--- config.mk ---
export PLATFORM = sky130hd
export DESIGN_NAME = rsp_s1_prep_ahbic_arbiter_flat
export DESIGN_NICKNAME = d
export VERILOG_FILES = /design/src/rtl/rsp_s1_prep_ahbic_arbiter_if.sv /design/src/rtl/rsp_s1_prep_ahbic_arbiter.sv /design/src/flat_wrapper.sv
export SDC_FILE = /design/constraint.sdc
export NUM_CORES = 1
export LEC_CHECK = 0
export BUFFER_PORTS_ARGS = -buffer_cell sky130_fd_sc_hd__buf_4
export CORE_AREA = 2 2 39 41
export DETAILED_ROUTE_END_ITERATION = 8
export DIE_AREA = 0 0 41 43
export GPL_ROUTABILITY_DRIVEN = 0
export HOLD_SLACK_MARGIN = 0.03
export PLACE_DENSITY = 0.69
export RECOVER_POWER = 100
export REMOVE_ABC_BUFFERS = 1
export SYNTH_ARGS = -nofsm -noshare
export SYNTH_HDL_FRONTEND = slang
export SYNTH_SLANG_ARGS = --single-unit
--- constraint.sdc ---
create_clock -name HCLK -period 3 [get_ports HCLK]
set_clock_uncertainty 0.1 [all_clocks]
set_input_delay 0.3 -clock HCLK [delete_from_list [all_inputs] [get_ports HCLK]]
set_output_delay 0.3 -clock HCLK [all_outputs]
set_load 0.005 [all_outputs]
--- src/rtl/rsp_s1_prep_ahbic_arbiter_if.sv ---
// Bus bundle between AHB-Lite masters, the slave-port mux and the arbiter.
// The slave modport is the arbiter's view; master is the surrounding fabric.
interface rsp_s1_prep_ahbic_arbiter_if #(
    parameter int NUM_MASTERS = 3,
    parameter int IDX_W       = 2
);
    logic [2*NUM_MASTERS-1:0] HTRANS_M;
    logic [NUM_MASTERS-1:0]   HMASTLOCK_M;
    logic                     HREADY;
    logic [1:0]               HTRANS_S;
    logic                     HMASTLOCK_S;
    logic [IDX_W-1:0]         ADDR_SEL;
    logic [IDX_W-1:0]         DATA_SEL;
    logic                     DATA_VALID;
    logic [NUM_MASTERS-1:0]   WAIT_M;

    modport slave (
        input  HTRANS_M, HMASTLOCK_M, HREADY,
        output HTRANS_S, HMASTLOCK_S, ADDR_SEL, DATA_SEL,
        output DATA_VALID, WAIT_M
    );

    modport master (
        output HTRANS_M, HMASTLOCK_M, HREADY,
        input  HTRANS_S, HMASTLOCK_S, ADDR_SEL, DATA_SEL,
        input  DATA_VALID, WAIT_M
    );
endinterface

--- src/rtl/rsp_s1_prep_ahbic_arbiter.sv ---
// Round-robin AHB-Lite arbiter with burst and lock hold.
// Owner/data-phase indices are registered and frozen while HREADY is low.
module rsp_s1_prep_ahbic_arbiter #(
    parameter int NUM_MASTERS = 3,
    parameter int IDX_W       = 2
) (
    input logic HCLK,
    input logic HRESETn,
    rsp_s1_prep_ahbic_arbiter_if.slave bus
);
    logic [IDX_W-1:0]       addr_q;
    logic [IDX_W-1:0]       data_q;
    logic                   dv_q;
    logic                   lock_q;
    logic [IDX_W-1:0]       rr_q;
    logic [IDX_W-1:0]       nxt;
    logic [IDX_W-1:0]       cand;
    logic [NUM_MASTERS-1:0] req;
    logic [NUM_MASTERS-1:0] wait_m;
    logic [1:0]             htrans_s;
    logic                   lock_s;
    logic                   hold;
    int                     c;

    always_comb begin
        req      = '0;
        wait_m   = '0;
        htrans_s = 2'b00;
        lock_s   = 1'b0;
        for (int i = 0; i < NUM_MASTERS; i++) begin
            req[i]    = bus.HTRANS_M[2*i+1];
            wait_m[i] = req[i] && (addr_q != IDX_W'(i));
            if (addr_q == IDX_W'(i)) begin
                htrans_s = bus.HTRANS_M[2*i +: 2];
                lock_s   = bus.HMASTLOCK_M[i];
            end
        end
    end

    // Walk candidates farthest-first so the nearest requester wins;
    // the owner itself is the last candidate (k = NUM_MASTERS).
    always_comb begin
        nxt  = addr_q;
        cand = '0;
        c    = 0;
        for (int k = NUM_MASTERS; k >= 1; k--) begin
            c = int'(rr_q) + k;
            if (c >= NUM_MASTERS) c = c - NUM_MASTERS;
            cand = IDX_W'(c);
            for (int j = 0; j < NUM_MASTERS; j++) begin
                if (cand == IDX_W'(j) && req[j]) nxt = cand;
            end
        end
    end

    // lock_q keeps the owner one extra edge after lock drops.
    assign hold = (htrans_s == 2'b11) || (htrans_s == 2'b01)
                || lock_s || lock_q;

    always_ff @(posedge HCLK or negedge HRESETn) begin
        if (!HRESETn) begin
            addr_q <= '0;
            data_q <= '0;
            dv_q   <= 1'b0;
            lock_q <= 1'b0;
            rr_q   <= '0;
        end else if (bus.HREADY) begin
            data_q <= addr_q;
            dv_q   <= htrans_s[1];
            lock_q <= lock_s;
            if (!hold) begin
                addr_q <= nxt;
                rr_q   <= nxt;
            end
        end
    end

    assign bus.HTRANS_S    = htrans_s;
    assign bus.HMASTLOCK_S = lock_s;
    assign bus.ADDR_SEL    = addr_q;
    assign bus.DATA_SEL    = data_q;
    assign bus.DATA_VALID  = dv_q;
    assign bus.WAIT_M      = wait_m;
endmodule

--- src/flat_wrapper.sv ---
// flat-port wrapper written by rule: the top's interface ports become plain ports
module rsp_s1_prep_ahbic_arbiter_flat 
#(
    parameter int NUM_MASTERS = 3,
    parameter int IDX_W       = 2
)
  (HCLK, HRESETn, bus_HTRANS_M, bus_HMASTLOCK_M, bus_HREADY, bus_HTRANS_S, bus_HMASTLOCK_S, bus_ADDR_SEL, bus_DATA_SEL, bus_DATA_VALID, bus_WAIT_M);
  rsp_s1_prep_ahbic_arbiter_if #(.NUM_MASTERS(NUM_MASTERS), .IDX_W(IDX_W)) bus_i ();
  input logic HCLK;
  input logic HRESETn;
  input wire logic [$bits(bus_i.HTRANS_M)-1:0] bus_HTRANS_M;
  input wire logic [$bits(bus_i.HMASTLOCK_M)-1:0] bus_HMASTLOCK_M;
  input wire logic [$bits(bus_i.HREADY)-1:0] bus_HREADY;
  output wire logic [$bits(bus_i.HTRANS_S)-1:0] bus_HTRANS_S;
  output wire logic [$bits(bus_i.HMASTLOCK_S)-1:0] bus_HMASTLOCK_S;
  output wire logic [$bits(bus_i.ADDR_SEL)-1:0] bus_ADDR_SEL;
  output wire logic [$bits(bus_i.DATA_SEL)-1:0] bus_DATA_SEL;
  output wire logic [$bits(bus_i.DATA_VALID)-1:0] bus_DATA_VALID;
  output wire logic [$bits(bus_i.WAIT_M)-1:0] bus_WAIT_M;
  assign bus_i.HTRANS_M = bus_HTRANS_M;
  assign bus_i.HMASTLOCK_M = bus_HMASTLOCK_M;
  assign bus_i.HREADY = bus_HREADY;
  assign bus_HTRANS_S = bus_i.HTRANS_S;
  assign bus_HMASTLOCK_S = bus_i.HMASTLOCK_S;
  assign bus_ADDR_SEL = bus_i.ADDR_SEL;
  assign bus_DATA_SEL = bus_i.DATA_SEL;
  assign bus_DATA_VALID = bus_i.DATA_VALID;
  assign bus_WAIT_M = bus_i.WAIT_M;
  rsp_s1_prep_ahbic_arbiter #(.NUM_MASTERS(NUM_MASTERS), .IDX_W(IDX_W)) u_core (.HCLK(HCLK), .HRESETn(HRESETn), .bus(bus_i));
endmodule
==> flow_metrics.env, run 1 <==
export IMPL_wire_per_inst_um=13.3
export IMPL_multi_input_area_um2=368
export IMPL_start_kind="flip-flop"
export IMPL_ir_drop_uv=473
export IMPL_crit_chain="inv_1 > ha_1 > and2b_1 > nor3_1 > a2111oi_0 > mux2i_1"
export IMPL_antenna_cells=0
export IMPL_yosysWarningCount=0
export IMPL_ys_flop_type="dfrtp_1"
export IMPL_synthArstFlopShare_pct=100
export IMPL_status="finished, final reports clean"
export IMPL_area_delta_synth_final_pct=38.8
export IMPL_htreeDepth=1
export IMPL_synth_top_area_share_pct=28.0
export IMPL_die_w_um=41
export IMPL_tns_ns=0
export IMPL_layout_min_cycle_time_ns=2.42
export IMPL_ios=23
export IMPL_port_buffers=22
export IMPL_fin_nets=100
export IMPL_setup_violations=0
export IMPL_clkSinkCount=6
export IMPL_core_area_um2=1380
export IMPL_yosys_register_bits=6
export IMPL_leakagePower_uw=0.000349
export IMPL_grt_pass1_wl_um=2000
export IMPL_synth_commonest_cells="dfrtp_1, ha_1, a31oi_1, mux2_2, nand2_1"
export IMPL_first_pass_iters=4
export IMPL_drive_gt1_share_pct=42.0
export IMPL_std_cell_rows=14
export IMPL_antenna_found_initial=0
export IMPL_rsz0062_at_grt="false"
export IMPL_fmax_mhz=413
export IMPL_ant_nets=0
export IMPL_cpMaxStageDelayCell="a2111oi_0"
export IMPL_via_per_inst=5.48
export IMPL_grt_pass1_vias=489
export IMPL_syn_area_um2=536
export IMPL_cts_tree="yes"
export IMPL_ys_seq_area_share_pct=28.0
export IMPL_critPathBufInv=1
export IMPL_die_area_um2=1760
export IMPL_hold_class="input port to flip-flop"
export IMPL_tritoncts_num_buffers=3
export IMPL_grt_use_total_pct=16.8
export IMPL_die_h_um=43
export IMPL_synthesis_instances=55
export IMPL_finalHoldViolations=0
export IMPL_synth_largest_area_cell="dfrtp_1"
export IMPL_worstMarginPinSlew_ns=0.802
export IMPL_hpwl_um=1020
export IMPL_avgSynthCellArea_um2=9.74
export IMPL_fillCellCount=133
export IMPL_yosysMostFrequentCell="dfrtp_1"
export IMPL_worstSetupPathType="flip-flop to flip-flop"
export IMPL_routed_wl_um=1290
export IMPL_slew_violations=0
export IMPL_maxCapViolations=0
export IMPL_grt_max_degree=9
export IMPL_relSlewSlack_pct=45.2
export IMPL_cp_required_ns=3.06
export IMPL_cp_top_family="compound AO/OA/AOI/OAI gates"
export IMPL_clock_latency_ns=0.24
export IMPL_period_share_pct=80.7
export IMPL_cp_data_arrival_time_ns=2.48
export IMPL_drc=0
export IMPL_yosysUniqueCellTypes=26
export IMPL_overflow=0
export IMPL_drt_iter0_drc=11
export IMPL_path_max_fanout=7
export IMPL_max_stage_delay_ns=0.72
export IMPL_root_buffer="clkbuf_4"
export IMPL_p_total_uw=727
export IMPL_crit_path_end_kind="flip-flop"
export IMPL_cts_setup_buffers=0
export IMPL_synth_edf_count=0
export IMPL_seq_area_um2=150
export IMPL_netlist_top_cells_area="dfrtp_1, ha_1, mux2_2"
export IMPL_cts_buffer_depth=2
export IMPL_powerDensity_nw_per_um2=979
export IMPL_initial_core_util_pct=38.7
export IMPL_num_vias=532
export IMPL_clk_pin_slew_ns=0.04
cell families after synthesis:
kind of cell	synth area share, %
simple gates	24.1
compound gates	22.0
mux	12.1
flops	28.0
fa+ha+maj	11.7
buf+inv	2.10
report_power, final:
group / switching (uW) / internal, uW
clock: 26.7 / 45.1
sequential: 35.3 / 121
combinational: 238 / 262
total: 300 / 428
layout make-up:
| type | instances | share of cell area (%) |
|---|---|---|
| sequential | 6 | 20.2 |
| inverter | 3 | 1.52 |
| tap | 16 | 2.69 |
| multi-input combinational | 46 | 49.5 |
| clock buffer | 3 | 3.03 |
| timing repair buffer | 23 | 23.1 |
worst paths after layout:
check	start	endpoint	slack, ns	cells after the start
setup reg to reg	u_core.rr_q[0]	u_core.rr_q[1]	0.58	6
hold / removal	bus_HREADY	u_core.bus.DATA_SEL[0]	0.25	2
max in group asynchronous	HRESETn	u_core.lock_q	2.21	2
setup / recovery	u_core.rr_q[0]	u_core.rr_q[1]	0.58	6
hold reg to reg	u_core.bus.DATA_VALID	u_core.bus.DATA_VALID	0.41	1
min in group asynchronous	HRESETn	u_core.rr_q[0]	0.35	2
placed cells by master (no fill, tap or decap), types with 2 or more instances in the layout:
| cell | count |
|---|---|
| nand3b_1 | 2 |
| nand2_1 | 4 |
| o21ai_0 | 2 |
| dfrtp_1 | 6 |
| mux2i_1 | 2 |
| a31oi_1 | 4 |
| clkbuf_4 | 12 |
| nand2b_1 | 2 |
| ha_1 | 5 |
| a22o_2 | 2 |
| inv_1 | 3 |
| and2b_2 | 3 |
| buf_4 | 12 |
| nor2b_1 | 3 |
| mux2_2 | 4 |
through the flow:
stage	hold slack, ns	util [%]	instance area (um^2)	worst slack [ns]	cells
6_report	0.246	53.7	743	0.580	97
4_1_cts	0.238	54.4	753	0.780	97
5_1_grt	0.246	53.7	743	0.404	97
3_5_place_dp	0.00913	52.1	721	0.849	93
2_1_floorplan	-0.0956	-	536	1.00	55
3_3_place_gp	0.0104	52.1	721	0.908	93
flip-flops by register name (all words and copies together) (netlist names):
signal,count
u_core.bus.DATA_SEL,2
u_core.rr_q,2
u_core.bus.DATA_VALID,1
u_core.lock_q,1
routing by layer:
layer / track usage, % / wire length (um)
met1: 20.5 / 528
met2: 25.0 / 676
met3: 3.66 / 77
met4: 11.3 / 8
met5: 0 / 0
what timing repair did:
| item | CTS | global route |
|---|---|---|
| hold endpoints to repair | 6 | 0 |
| hold buffers | 1 | 0 |
| gates resized for setup | 0 | 0 |
(Power assumes the default switching activity.)
==> inputs of run 2 (changes only) <==
--- a/config.mk
+++ b/config.mk
@@ -6,12 +6,11 @@
 export NUM_CORES = 1
 export LEC_CHECK = 0
 export BUFFER_PORTS_ARGS = -buffer_cell sky130_fd_sc_hd__buf_4
-export CORE_AREA = 2 2 39 41
+export CORE_UTILIZATION = 40
 export DETAILED_ROUTE_END_ITERATION = 8
-export DIE_AREA = 0 0 41 43
 export GPL_ROUTABILITY_DRIVEN = 0
 export HOLD_SLACK_MARGIN = 0.03
-export PLACE_DENSITY = 0.69
+export PLACE_DENSITY = 0.72
 export RECOVER_POWER = 100
 export REMOVE_ABC_BUFFERS = 1
 export SYNTH_ARGS = -nofsm -noshare
==> constraint.sdc (replaced) <==
create_clock -name HCLK -period 2 [get_ports HCLK]
set_clock_uncertainty 0.1 [all_clocks]
set_input_delay 0.2 -clock HCLK [delete_from_list [all_inputs] [get_ports HCLK]]
set_output_delay 0.2 -clock HCLK [all_outputs]
set_load 0.005 [all_outputs]
==> flow_metrics.env, run 2 (same netlist as run 1, synthesis figures left out) <==
export IMPL_status="finished, final reports clean"
export IMPL_clkSinkCount=6
export IMPL_rsz0062_at_grt="false"
export IMPL_worstMarginPinSlew_ns=0.326
export IMPL_drive_gt1_share_pct=56.8
export IMPL_finalHoldViolations=0
export IMPL_root_buffer="clkbuf_4"
export IMPL_final_cell_mix="buf_4, clkbuf_4, dfrtp_1, nand2_1, mux2_2"
export IMPL_die_area_um2=1490
export IMPL_ant_nets=0
export IMPL_maxCapViolations=0
export IMPL_fin_nets=107
export IMPL_die_h_um=38.6
export IMPL_path_max_fanout=6
export IMPL_setup_violations=0
export IMPL_final_common_cell="buf_4"
export IMPL_r2r_end="u_core.rr_q[1]"
export IMPL_area_delta_synth_final_pct=54.9
export IMPL_first_pass_iters=4
export IMPL_reg2reg_depth=6
export IMPL_grt_max_degree=9
export IMPL_rr_startpoint="u_core.rr_q[0]"
export IMPL_std_cell_rows=12
export IMPL_cts_buffer_depth=2
export IMPL_fin_util_pct=70.8
export IMPL_powerDensity_nw_per_um2=1510
export IMPL_die_w_um=38.6
export IMPL_period_share_pct=96.5
export IMPL_antenna_cells=0
export IMPL_cts_tree="yes"
export IMPL_slew_violations=0
export IMPL_cp_required_ns=2.01
export IMPL_overflow=0
export IMPL_critPathLaunch="u_core.rr_q[0]"
export IMPL_antenna_found_initial=0
export IMPL_drc=0
export IMPL_htreeDepth=1
export IMPL_grt_pass1_vias=467
export IMPL_start_kind="flip-flop"
export IMPL_ff2ff_setup_slack_ns=0.07
export IMPL_tns_ns=0
export IMPL_grt_use_total_pct=19.2
export IMPL_ir_drop_uv=755
export IMPL_tritoncts_num_buffers=3
export IMPL_final_instance_count_excl_fill=102
export IMPL_clock_latency_ns=0.24
export IMPL_hold_class="input port to flip-flop"
export IMPL_wire_per_inst_um=12.4
export IMPL_port_buffers=22
export IMPL_worstSetupPathType="flip-flop to flip-flop"
export IMPL_ios=23
export IMPL_cts_setup_buffers=0
export IMPL_drt_iter0_drc=10
export IMPL_clk_pin_slew_ns=0.04
export IMPL_grt_pass1_wl_um=1990
export IMPL_fmax_mhz=518
export IMPL_num_vias=530
export IMPL_via_per_inst=5.20
export IMPL_cp_data_arrival_time_ns=1.94
export IMPL_layout_min_cycle_time_ns=1.93
export IMPL_relSlewSlack_pct=78.2
export IMPL_placed_cells=98
export IMPL_hpwl_um=1050
export IMPL_routed_wl_um=1270
export IMPL_endpoint="u_core.rr_q[1]"
export IMPL_crit_path_end_kind="flip-flop"
export IMPL_holdWs_ns=0.159
export IMPL_core_area_um2=1170
export IMPL_leakagePower_uw=0.000379
export IMPL_initial_core_util_pct=45.7
[run 2: routing by layer]
metal  routed length [um]  global-route usage, %  up-vias
met5                    0                      0        -
met2                  650                   35.0       13
met1                  554                   23.3      242
met3                   60                  0.578        0
li1                     -                      -      275
met4                    0                   7.76        0
[run 2: worst min-delay path by stage]
stage                     startpoint                      to  slack [ns]  depth (start not counted)
after detailed placement     HRESETn  u_core.bus.DATA_SEL[0]       -0.09                          1
after global routing      bus_HREADY  u_core.bus.DATA_SEL[1]        0.15                          2
after CTS                 bus_HREADY  u_core.bus.DATA_SEL[1]        0.15                          2
after floorplan              HRESETn  u_core.bus.DATA_SEL[0]       -0.20                          0
after global placement       HRESETn  u_core.bus.DATA_SEL[0]       -0.09                          1
final                     bus_HREADY  u_core.bus.DATA_SEL[0]        0.16                          2
[run 2: area by class of cell]
class / count / area, um^2
clock buffer: 3 / 22.5
fill: 101 / 342
inverter: 3 / 11.3
multi-input combinational: 46 / 404
sequential: 6 / 150
tap: 14 / 17.5
timing repair buffer: 30 / 224
[run 2: worst max-delay path, cell delays in order, from the launching register on]
cell and delay [ns]:
dfrtp_1 0.39, buf_4 0.17, ha_2 0.21, a22o_2 0.27, or4_1 0.40, a31oi_1 0.17, mux2i_1 0.10
[run 2: power breakdown]
| part | internal, uW | switching [uW] | leakage, uW |
|---|---|---|---|
| Combinational | 512 | 421 | 0.000295 |
| Clock | 67.5 | 37.6 | 0.0000138 |
| Sequential | 181 | 30.2 | 0.0000708 |
| Total | 760 | 489 | 0.000379 |
[run 2: stage by stage]
stage | total power, uW | area [um^2] | worst slack [ns]
finish | 1250 | 830 | 0.0703
global route | 1350 | 830 | 0.00359
CTS | 1230 | 810 | 0.0261
detailed placement | 1100 | 771 | 0.0310
global placement | 1090 | 771 | 0.0181
floorplan | 717 | 536 | 0.00389
[run 2: what timing repair did]
action,CTS,global route
endpoints found under the hold margin,6,0
hold buffers,1,0
pin swaps,0,1
resized for setup,2,8
setup endpoints to repair,2,5
==> inputs of run 3 (changes only) <==
--- a/config.mk
+++ b/config.mk
@@ -5,12 +5,13 @@
 export SDC_FILE = /design/constraint.sdc
 export NUM_CORES = 1
 export LEC_CHECK = 0
-export BUFFER_PORTS_ARGS = -buffer_cell sky130_fd_sc_hd__buf_4
-export CORE_UTILIZATION = 40
+export CORE_AREA = 2 2 39 41
 export DETAILED_ROUTE_END_ITERATION = 8
+export DIE_AREA = 0 0 41 43
+export DONT_BUFFER_PORTS = 1
 export GPL_ROUTABILITY_DRIVEN = 0
 export HOLD_SLACK_MARGIN = 0.03
-export PLACE_DENSITY = 0.72
+export MAX_ROUTING_LAYER = met4
 export RECOVER_POWER = 100
 export REMOVE_ABC_BUFFERS = 1
 export SYNTH_ARGS = -nofsm -noshare
==> constraint.sdc (replaced) <==
create_clock -name HCLK -period 1.87 [get_ports HCLK]
set_clock_uncertainty 0.1 [all_clocks]
set_input_delay 0.187 -clock HCLK [delete_from_list [all_inputs] [get_ports HCLK]]
set_output_delay 0.187 -clock HCLK [all_outputs]
set_load 0.005 [all_outputs]
==> flow_metrics.env, run 3 (same netlist as run 1, synthesis figures left out) <==
export IMPL_clkSinkCount=6
export IMPL_leakagePower_uw=0.000348
export IMPL_drive_gt1_share_pct=55.8
export IMPL_pwr_share_seq_pct=15.0
export IMPL_setup_ws_ns=-0.0340
export IMPL_final_cell_mix="buf_4, dfrtp_1"
export IMPL_wire_per_inst_um=14.8
export IMPL_die_w_um=41
export IMPL_relSlewSlack_pct=76.8
export IMPL_ios=23
export IMPL_pwr_share_clk_pct=7.4
export IMPL_hpwl_um=989
export IMPL_p_int_uw=956
export IMPL_die_h_um=43
export IMPL_powerDensity_nw_per_um2=1870
export IMPL_cp_data_arrival_time_ns=1.96
export IMPL_initial_core_util_pct=38.7
export IMPL_p_total_uw=1570
export IMPL_die_area_um2=1760
export IMPL_tns_ns=-0.0504
export IMPL_fin_area_um2=838
export IMPL_drc=0
export IMPL_port_buffers=0
export IMPL_final_common_cell="buf_4"
export IMPL_overflow=0
export IMPL_setup_violations=2
export IMPL_cts_tree="yes"
export IMPL_tritoncts_num_buffers=3
export IMPL_slew_violations=0
export IMPL_placed_cells=85
export IMPL_cts_buffer_depth=2
export IMPL_std_cell_rows=14
export IMPL_final_instance_count_excl_fill=93
export IMPL_clk_pin_slew_ns=0.04
export IMPL_grt_pass1_wl_um=2080
export IMPL_dpl_cell_area_um2=661
export IMPL_swShare_pct=39.0
export IMPL_htreeDepth=1
export IMPL_p_switching_uw=611
export IMPL_rsz0062_at_grt="true"
export IMPL_finalHoldViolations=0
export IMPL_ir_drop_uv=916
export IMPL_violations="setup timing"
export IMPL_antenna_cells=0
export IMPL_area_delta_synth_final_pct=56.5
export IMPL_cp_required_ns=1.93
export IMPL_ff2ff_setup_slack_ns=-0.03
export IMPL_first_pass_iters=4
export IMPL_routed_wl_um=1380
export IMPL_antenna_found_initial=0
export IMPL_core_area_um2=1380
export IMPL_fmax_mhz=525
export IMPL_holdWs_ns=0.154
export IMPL_worstMarginPinSlew_ns=0.348
export IMPL_ant_nets=0
export IMPL_period_share_pct=102
export IMPL_crit_path_end_kind="flip-flop"
export IMPL_grt_max_degree=9
export IMPL_status="complete, but fails checks"
export IMPL_via_per_inst=5.49
export IMPL_grt_use_total_pct=18.1
export IMPL_fin_nets=96
export IMPL_fillCellCount=120
export IMPL_combPwrFrac_pct=77.6
export IMPL_root_buffer="clkbuf_4"
export IMPL_path_max_fanout=5
export IMPL_layout_min_cycle_time_ns=1.90
export IMPL_hold_class="input port to asynchronous set/reset pin"
export IMPL_clock_latency_ns=0.24
export IMPL_start_kind="flip-flop"
export IMPL_maxCapViolations=0
export IMPL_worstSetupPathType="flip-flop to flip-flop"
export IMPL_grt_pass1_vias=494
export IMPL_num_vias=511
export IMPL_drt_iter0_drc=7
## run 3: cell count changes in the layout (fill, tap and decap cells not counted), moves of 2 or more
cell / change
a31oi_4: +2
buf_6: +4
a31oi_2: -2
clkbuf_4: -9
ha_1: -2
ha_4: +3
buf_4: -6
## run 3: final cells by class
| type | count | area, um^2 | area share [%] |
|---|---|---|---|
| multi-input combinational | 46 | 472 | 56.3 |
| timing repair buffer | 19 | 163 | 19.4 |
| sequential | 6 | 150 | 17.9 |
| clock buffer | 3 | 22.5 | 2.69 |
| tap | 16 | 20.0 | 2.39 |
| inverter | 3 | 11.3 | 1.34 |
## run 3: power by group through the flow
stage | sequential (uW) | clock, uW | combinational (uW)
floorplan | 243 | 0 | 524
global placement | 230 | 0 | 894
detailed placement | 232 | 0 | 900
CTS | 237 | 122 | 1080
global route | 243 | 136 | 1310
finish | 236 | 116 | 1220
## run 3: layer usage
metal	vias to the layer above	global-route usage [%]	share of wire, %
li1	252	-	-
met1	244	21.2	45
met2	15	27.5	50
met3	0	6.81	5.4
met4	0	6.00	0
met5	-	-	0
## run 3: final timing paths
kind,startpoint,end,cells after the start
min,HRESETn,u_core.bus.DATA_VALID,1
min reg2reg,u_core.lock_q,u_core.lock_q,1
max reg2reg,u_core.rr_q[1],u_core.rr_q[1],8
min in group HCLK,bus_HTRANS_M[5],u_core.rr_q[1],3
max in group asynchronous,HRESETn,u_core.rr_q[0],1
max,u_core.rr_q[1],u_core.rr_q[1],8
## run 3: repair_timing
item / in CTS / in global routing
pin swaps: 7 / 3
setup buffers: 2 / 2
resized for setup: 16 / 7
gates cloned: 0 / 0
hold endpoints to repair: 10 / 0
endpoints found under the setup margin: 5 / 5
hold buffers: 2 / 0
## run 3: critical path: stages (launching register included)
cell,delay (ns)
dfrtp_1,0.39
inv_2,0.13
buf_4,0.14
ha_4,0.14
a22o_4,0.16
nor3_1,0.06
a2111oi_2,0.35
buf_4,0.18
mux2i_1,0.18
## run 3: stage by stage
| step | util (%) | worst slack [ns] |
|---|---|---|
| 2_1_floorplan | - | -0.126 |
| 3_3_place_gp | 47.7 | -0.0939 |
| 3_5_place_dp | 47.7 | -0.0879 |
| 4_1_cts | 56.6 | -0.0281 |
| 5_1_grt | 60.6 | -0.144 |
| 6_report | 60.6 | -0.0340 |
